File: src/rtl/counter_pkg.sv
// Shared constants for the multi-digit counter: digit width, per-mode digit maxima
// and the direction encoding used on the s input.
package counter_pkg;

  localparam int unsigned DIGIT_W = 4;
  localparam logic [DIGIT_W-1:0] HEX_MAX = 4'hF;
  localparam logic [DIGIT_W-1:0] BCD_MAX = 4'h9;
  localparam logic DIR_UP = 1'b0;
  localparam logic DIR_DN = 1'b1;

  function automatic logic [DIGIT_W-1:0] digit_max(input logic bcd);
    return bcd ? BCD_MAX : HEX_MAX;
  endfunction

endpackage

File: src/rtl/digit_cell.sv
// One counter digit: computes the next digit value and the carry/borrow that
// steps the next-higher digit. Purely combinational so the chain settles in one cycle.
module digit_cell
  import counter_pkg::*;
(
  input  logic [DIGIT_W-1:0] cur,
  input  logic               step,
  input  logic               dir,
  input  logic [DIGIT_W-1:0] max,
  output logic [DIGIT_W-1:0] nxt,
  output logic               cout
);

  always_comb begin
    nxt  = cur;
    cout = 1'b0;
    if (step) begin
      if (dir == DIR_UP) begin
        // Out-of-range BCD codes (10..15) roll over like MAX, so the digit self-corrects.
        if (cur >= max) begin
          nxt  = '0;
          cout = 1'b1;
        end else begin
          nxt = cur + 4'd1;
        end
      end else begin
        if (cur == '0) begin
          nxt  = max;
          cout = 1'b1;
        end else if (cur > max) begin
          nxt = max;
        end else begin
          nxt = cur - 4'd1;
        end
      end
    end
  end

endmodule

File: src/rtl/multi_digit_counter.sv
// Multi-digit BCD/hex up/down counter stepped on the rising edge of tick.
// Optional parallel load is built when COUNTER_LOAD_EN is defined.
module multi_digit_counter
  import counter_pkg::*;
#(
  parameter int unsigned DIGITS = 4,
  parameter bit          BCD    = 1'b1
) (
  input  logic                      clk,
  input  logic                      rst,
  input  logic                      tick,
  input  logic                      en,
  input  logic                      s,
`ifdef COUNTER_LOAD_EN
  input  logic                      load,
  input  logic [DIGIT_W*DIGITS-1:0] load_val,
`endif
  output logic [DIGIT_W*DIGITS-1:0] n,
  output logic                      wrap,
  output logic                      zero
);

  localparam logic [DIGIT_W-1:0] MAX = digit_max(BCD);

  logic                      tick_q, tick_d;
  logic [DIGIT_W*DIGITS-1:0] n_q, n_d;
  logic                      wrap_q, wrap_d;
  logic                      cnt_event;
  logic [DIGITS:0]           step_c;
  logic [DIGIT_W*DIGITS-1:0] n_step;

  assign cnt_event = tick & ~tick_q & en;
  assign step_c[0] = cnt_event;

  // Ripple chain: digit gi steps only when every lower digit carried/borrowed.
  generate
    for (genvar gi = 0; gi < DIGITS; gi++) begin : g_digit
      digit_cell u_cell (
        .cur  (n_q[gi*DIGIT_W +: DIGIT_W]),
        .step (step_c[gi]),
        .dir  (s),
        .max  (MAX),
        .nxt  (n_step[gi*DIGIT_W +: DIGIT_W]),
        .cout (step_c[gi+1])
      );
    end
  endgenerate

  always_comb begin
    tick_d = tick;
    n_d    = n_q;
    wrap_d = 1'b0;
`ifdef COUNTER_LOAD_EN
    if (load) begin
      n_d = load_val;
    end else
`endif
    if (cnt_event) begin
      n_d    = n_step;
      wrap_d = step_c[DIGITS];
    end
  end

  // tick_q resets high so a tick already asserted at reset release is not an edge.
  always_ff @(posedge clk) begin
    if (rst) begin
      tick_q <= 1'b1;
      n_q    <= '0;
      wrap_q <= 1'b0;
    end else begin
      tick_q <= tick_d;
      n_q    <= n_d;
      wrap_q <= wrap_d;
    end
  end

  assign n    = n_q;
  assign wrap = wrap_q;
  assign zero = (n_q == '0);

endmodule

File: config.mk
export PLATFORM = sky130hd
export DESIGN_NAME = multi_digit_counter
export DESIGN_NICKNAME = d
export VERILOG_FILES = /design/src/rtl/counter_pkg.sv /design/src/rtl/digit_cell.sv /design/src/rtl/multi_digit_counter.sv
export SDC_FILE = /design/constraint.sdc
export NUM_CORES = 1
export LEC_CHECK = 0
export CORE_ASPECT_RATIO = 1.25
export CORE_UTILIZATION = 35
export CTS_CLUSTER_SIZE = 20
export DETAILED_ROUTE_END_ITERATION = 10
export PLACE_DENSITY = 0.6
export SYNTH_ARGS = -nofsm -noshare
export SYNTH_HDL_FRONTEND = slang
export SYNTH_HIERARCHICAL = 1
export SYNTH_SLANG_ARGS = --single-unit
File: constraint.sdc
create_clock -name clk -period 3.85 [get_ports clk]
set_input_delay 0.77 -clock clk [delete_from_list [all_inputs] [get_ports clk]]
set_output_delay 0.77 -clock clk [all_outputs]
set_load 0.02 [all_outputs]
Yosys cells after proc, flatten, opt, wreduce, memory -nomap -nowiden. Cells that the tools add are included.

Input bits: 5. Word-level logic and storage cells: 67. Register bits after elaboration: 18. Output and inout port bits: 18.

Bitwise logic cells: 5. Magnitude comparators: 8. Reductions and logical operators: 9. Multiplexer cells: 31. $add $sub $neg: 8.

Operators with widths (count): $mux W4 (16); $add A4 B1 Y4 const B (4); $ge A4 B4 Y1 const B (4); $gt A4 B4 Y1 const B (4); $logic_not A16 Y1 (1); $logic_not A4 Y1 (4); $sub A4 B1 Y4 const B (4); $mux W1 (15); $reduce_and A2 Y1 (3); $not A1 Y1 (3); $reduce_or A3 Y1 (1); $and A1 B1 Y1 (2).

Longest topological paths before layout.
Depth after elaboration: 8. Depth in mapped cells: 20. Depth with buffers taken out: 17.

Modules after synthesis. Netlist, hierarchy kept.

By module, submodules not included: digit_cell (cells an instance 53, seq. area each 0.0 µm², instances 4, area an instance 391.6 µm²); multi_digit_counter (cells an instance 81, seq. area each 360.3 µm², instances 1, area an instance 829.5 µm²).

Worst setup path before layout. Ideal clock, no wire load.

Path kind: in2reg. Start point: in en. End point: reg n_q[15], in the netlist n[15]. Setup slack: 405 ps. Required time: 3778 ps. Data arrival time: 3374 ps. Buffers on the path: 6. Setup time: 72 ps. Stages: 20. Cells stage by stage: and3b_1 buf_6 buf_12 buf_2 inv_1 a211oi_1 buf_2 inv_1 a211oi_1 buf_2 inv_1 a211oi_1 buf_2 nor2b_1 mux2_2 nand2_1 mux2i_1 a211o_1 nand2b_1 mux2i_1.

Cells in the longest elaborated chain, start to end: 5.

RTL lines: from (decl) (RTL line multi_digit_counter.sv:12) `input logic en,`; $and A1 B1 Y1 (RTL line multi_digit_counter.sv:32) `assign cnt_event = tick & ~tick_q & en;`; via cnt_event (RTL line multi_digit_counter.sv:28) `logic cnt_event;`; $mux W1 (RTL line digit_cell.sv:17) `if (step) begin`; via step_c[1] (RTL line multi_digit_counter.sv:29) `logic [DIGITS:0] step_c;`; $mux W1 (RTL line digit_cell.sv:17); via step_c[2] (RTL line multi_digit_counter.sv:29); $mux W1 (RTL line digit_cell.sv:17); via step_c[3] (RTL line multi_digit_counter.sv:29); $reduce_and A2 Y1 (no line); to (signal assigned) (RTL line multi_digit_counter.sv:72) `n_q <= n_d;`; to (decl) (RTL line multi_digit_counter.sv:26) `logic [DIGIT_W*DIGITS-1:0] n_q, n_d;`.

The timed path passes the listed nets, and every way through them passes these cells. A chain may end at the register's enable or synchronous reset.

Worst setup path after layout.
Start point: in s. End point: reg n_q[15], in the netlist n[15].

Cells in the longest elaborated chain, start to end: 5. Elaborated cells on any way between the ends: 8. Classes of those cells: 7 x mux; 1 x reduce/logical.

RTL lines: from (decl) (RTL line multi_digit_counter.sv:13) `input logic s,`; $mux W1 (RTL line digit_cell.sv:18) `if (dir == DIR_UP) begin`; $mux W1 (RTL line digit_cell.sv:17); via step_c[1] (RTL line multi_digit_counter.sv:29); $mux W1 (RTL line digit_cell.sv:17); via step_c[2] (RTL line multi_digit_counter.sv:29); $mux W1 (RTL line digit_cell.sv:17); via step_c[3] (RTL line multi_digit_counter.sv:29); $reduce_and A2 Y1 (no line).

The timed path passes the listed nets, and every way through them passes these cells.

==> flow_summary.toml <==
[clock_network]
clock_sinks = 18
cts_setup_buffers = 0
h-tree-depth = 1
hold_buffers = 0
cts_tree = "yes"
cts_buffers = 3
worstSkewPairLatency_ns = 0.25
root_buffer = "clkbuf_8"
cts.clk_slew.worst_paths_ns = 0.07
cts_buffer_depth = 2
postCtsResizedCells = 0

[critical_path]
crit_required_ns = 4.04
end_kind = "flop"
critPathLaunchType = "input pin"
r2r_start = "n[3]"
rr_endpoint = "n[15]"
r2r_cells = 15
cp_max_fo = 5
ff2ff_setup_slack_ns = 0.38
worstPathArrival_ns = 3.68
critPathKind = "in -> reg"

[power]
p_clk_share_pct = 34.0
sw_frac_of_total_pct = 27.1
power_switching_w = 0.000108
p_comb_share_pct = 19.2
seqPwrFrac_pct = 46.9
p_leak_nw = 1.16
powerDensity_nw_per_um2 = 141
vdd_drop_max_mv = 0.0998
p_int_w = 0.000292

[finish]
insertedDiodeCount = 0
finalNetCount = 370
seqCellArea_um2 = 360
fillers = 688
area_growth_pct = 18.8
multiInputGateArea_um2 = 1950
final_area_um2 = 2850
drive_above_1_share_pct = 12.1
layout_common_cells = "nand2b_1, inv_1, conb_1, ha_1, clkdlybuf4s50_1"
layout_commonest_cell = "nand2b_1"

[placement]
gp_congestion = 0.839
port_buffers = 22
place_area_um2 = 2810
place_hpwl_mm = 4.24

[global_route]
first_global_vias = 2170
grt_start_max_net_pins = 35
grt.total_usage_pct = 16.9
grt-busiest-layer = "met2"
grt_use_met1_pct = 20.5
gr-usage-met3_pct = 1.55
grt_pass1_wl_mm = 10.1
grt_use_met2_pct = 32.1
antenna_found_initial = 0
gr-total-overflow = 0

[die]
pin_count = 23
rows = 33
core-area_um2 = 6610
dieArea_um2 = 7180
initial_utilization_pct = 36.3
die_y_um = 94.5
fp.dieW_um = 76.0

[sta]
period_share_pct = 90.6
min_period_ns = 3.49
slew_headroom_pct = 43.9
setup-tns-final_ns = 0
worst_pin_slew_ns = 0.838
grt_setup_unrepaired = "false"
hold_viol = 0
skew_ns = 0.00184
max_freq_mhz = 287
maxSlewViolCount = 0
setup_viol = 0

[min_path]
hold_end = "n[12]"
min_from = "n[12]"
hold_path_depth = 2
hold_class = "reg -> reg"

[yosys]
synth_seq_cells = 18
synth_cell_types = 41
synth_warnings = 6
ys_seq_area_share_pct = 15.0
synthesis.area_um2 = 2400
syn_avg_cell_area_um2 = 8.18
synth_cells = 293

[detailed_routing]
first_pass_iters = 4
route.detailed.drc = 0
via_count = 2212
avgRoutedWirePerCell_um = 13.6
totalWireLength_mm = 5.78
detail-route-antenna-nets = 0
via_per_inst = 5.19
dr.first_iter.drc_count = 96

[flow_run]
maxCapViolCount = 0

[outcome]
status = "finished clean"
## power by group through the flow
stage,Sequential [W],Combinational [W],Clock [W]
6_report,0.000188,0.0000767,0.000136
5_1_grt,0.000188,0.0000855,0.000148
4_1_cts,0.000187,0.0000762,0.000142
3_5_place_dp,0.000192,0.0000760,0
3_3_place_gp,0.000192,0.0000742,0
2_1_floorplan,0.000192,0.0000560,0
## flip-flops by register name (all words and copies together), names as in the netlist
register / count
wrap: 1
n: 16
tick_q: 1
## synth_stat cells (all sizes together)
| cell | number | area share (%) |
|---|---|---|
| and3b | 2 | 0.78 |
| o22ai | 4 | 2.1 |
| a21oi | 12 | 2.5 |
| and4 | 1 | 0.37 |
| o221ai | 4 | 1.5 |
| o21bai | 4 | 1.3 |
| and3 | 4 | 1.0 |
| buf | 6 | 2.1 |
| a211o | 4 | 1.5 |
| conb | 2 | 0.31 |
| a31oi | 4 | 3.6 |
| nand4 | 16 | 4.2 |
| nand3 | 4 | 0.84 |
| o21ai | 8 | 1.7 |
| a21boi | 8 | 2.5 |
| clkbuf | 3 | 0.47 |
| inv | 28 | 4.4 |
| ha | 24 | 13 |
| or3 | 4 | 1.0 |
| o211ai | 8 | 3.3 |
| nor4 | 4 | 1.0 |
| and2 | 4 | 1.3 |
| nand2b | 32 | 8.4 |
| mux2 | 8 | 4.4 |
| nor2 | 12 | 1.9 |
| nor3 | 4 | 0.84 |
| xor2 | 4 | 1.5 |
| nand2 | 16 | 2.9 |
| and4b | 4 | 1.7 |
| nor2b | 8 | 2.1 |
| or2 | 1 | 0.26 |
| o31ai | 4 | 1.3 |
| mux2i | 20 | 8.4 |
| dfxtp | 18 | 15 |
| a211oi | 4 | 1.3 |
## worst max-delay path, stage by stage
cell	delay, ns
clkdlybuf4s50_1	0.49
and4b_1	0.26
a211oi_1	0.34
inv_1	0.15
a211oi_1	0.28
inv_1	0.13
a211oi_1	0.39
nor2b_1	0.22
mux2_2	0.16
nand2_1	0.05
mux2i_1	0.14
a211o_1	0.12
nand2b_1	0.05
mux2i_1	0.12
## layout make-up
type | count | area share (%)
sequential | 18 | 12.7
inverter | 28 | 3.69
multi-input combinational | 260 | 68.5
clock buffer | 3 | 1.45
timing repair buffer | 30 | 9.85
tap | 87 | 3.82
## worst max path at each step
stage	start	endpoint	slack, ns	cells past startpoint
2_1_floorplan	en	n[15]	0.40	20
6_report	s	n[15]	0.36	14
3_3_place_gp	s	n[15]	0.25	14
3_5_place_dp	s	n[15]	0.11	14
4_1_cts	s	n[15]	0.35	14
5_1_grt	n[3]	n[15]	0.07	15
## cells by family (layout without fill, tap and decap cells)
group | count (synthesis) | count (layout) | synth area share [%]
AOI/OAI and AO/OA | 64 | 64 | 22.4
xor gates and xnor gates | 4 | 4 | 1.46
adders and majority gates | 24 | 24 | 12.5
buffers and inverters | 37 | 61 | 7.00
DFF | 18 | 18 | 15.0
muxes | 28 | 28 | 12.7
other | 2 | 24 | 0.313
and+or+nand+nor | 116 | 116 | 28.6
## routing by layer
layer	routed length, µm	vias up	part of all wire (%)
met5	0	-	0
li1	-	1137	-
met2	2880	32	50
met1	2730	1037	47
met3	129	6	2.2
met4	44	0	0.76
## stage by stage
step	total power [W]	std cells	hold slack [ns]	worst slack, ns	utilization, %
final	0.000400	426	0.617	0.362	43.1
after global routing	0.000421	426	0.678	0.0679	43.1
after floorplan	0.000248	315	0.622	0.405	-
after detailed placement	0.000268	423	0.610	0.114	42.5
after global placement	0.000266	423	0.601	0.247	42.5
after CTS	0.000406	426	0.622	0.352	43.1
No activity file was read; power rests on OpenSTA's default activity.
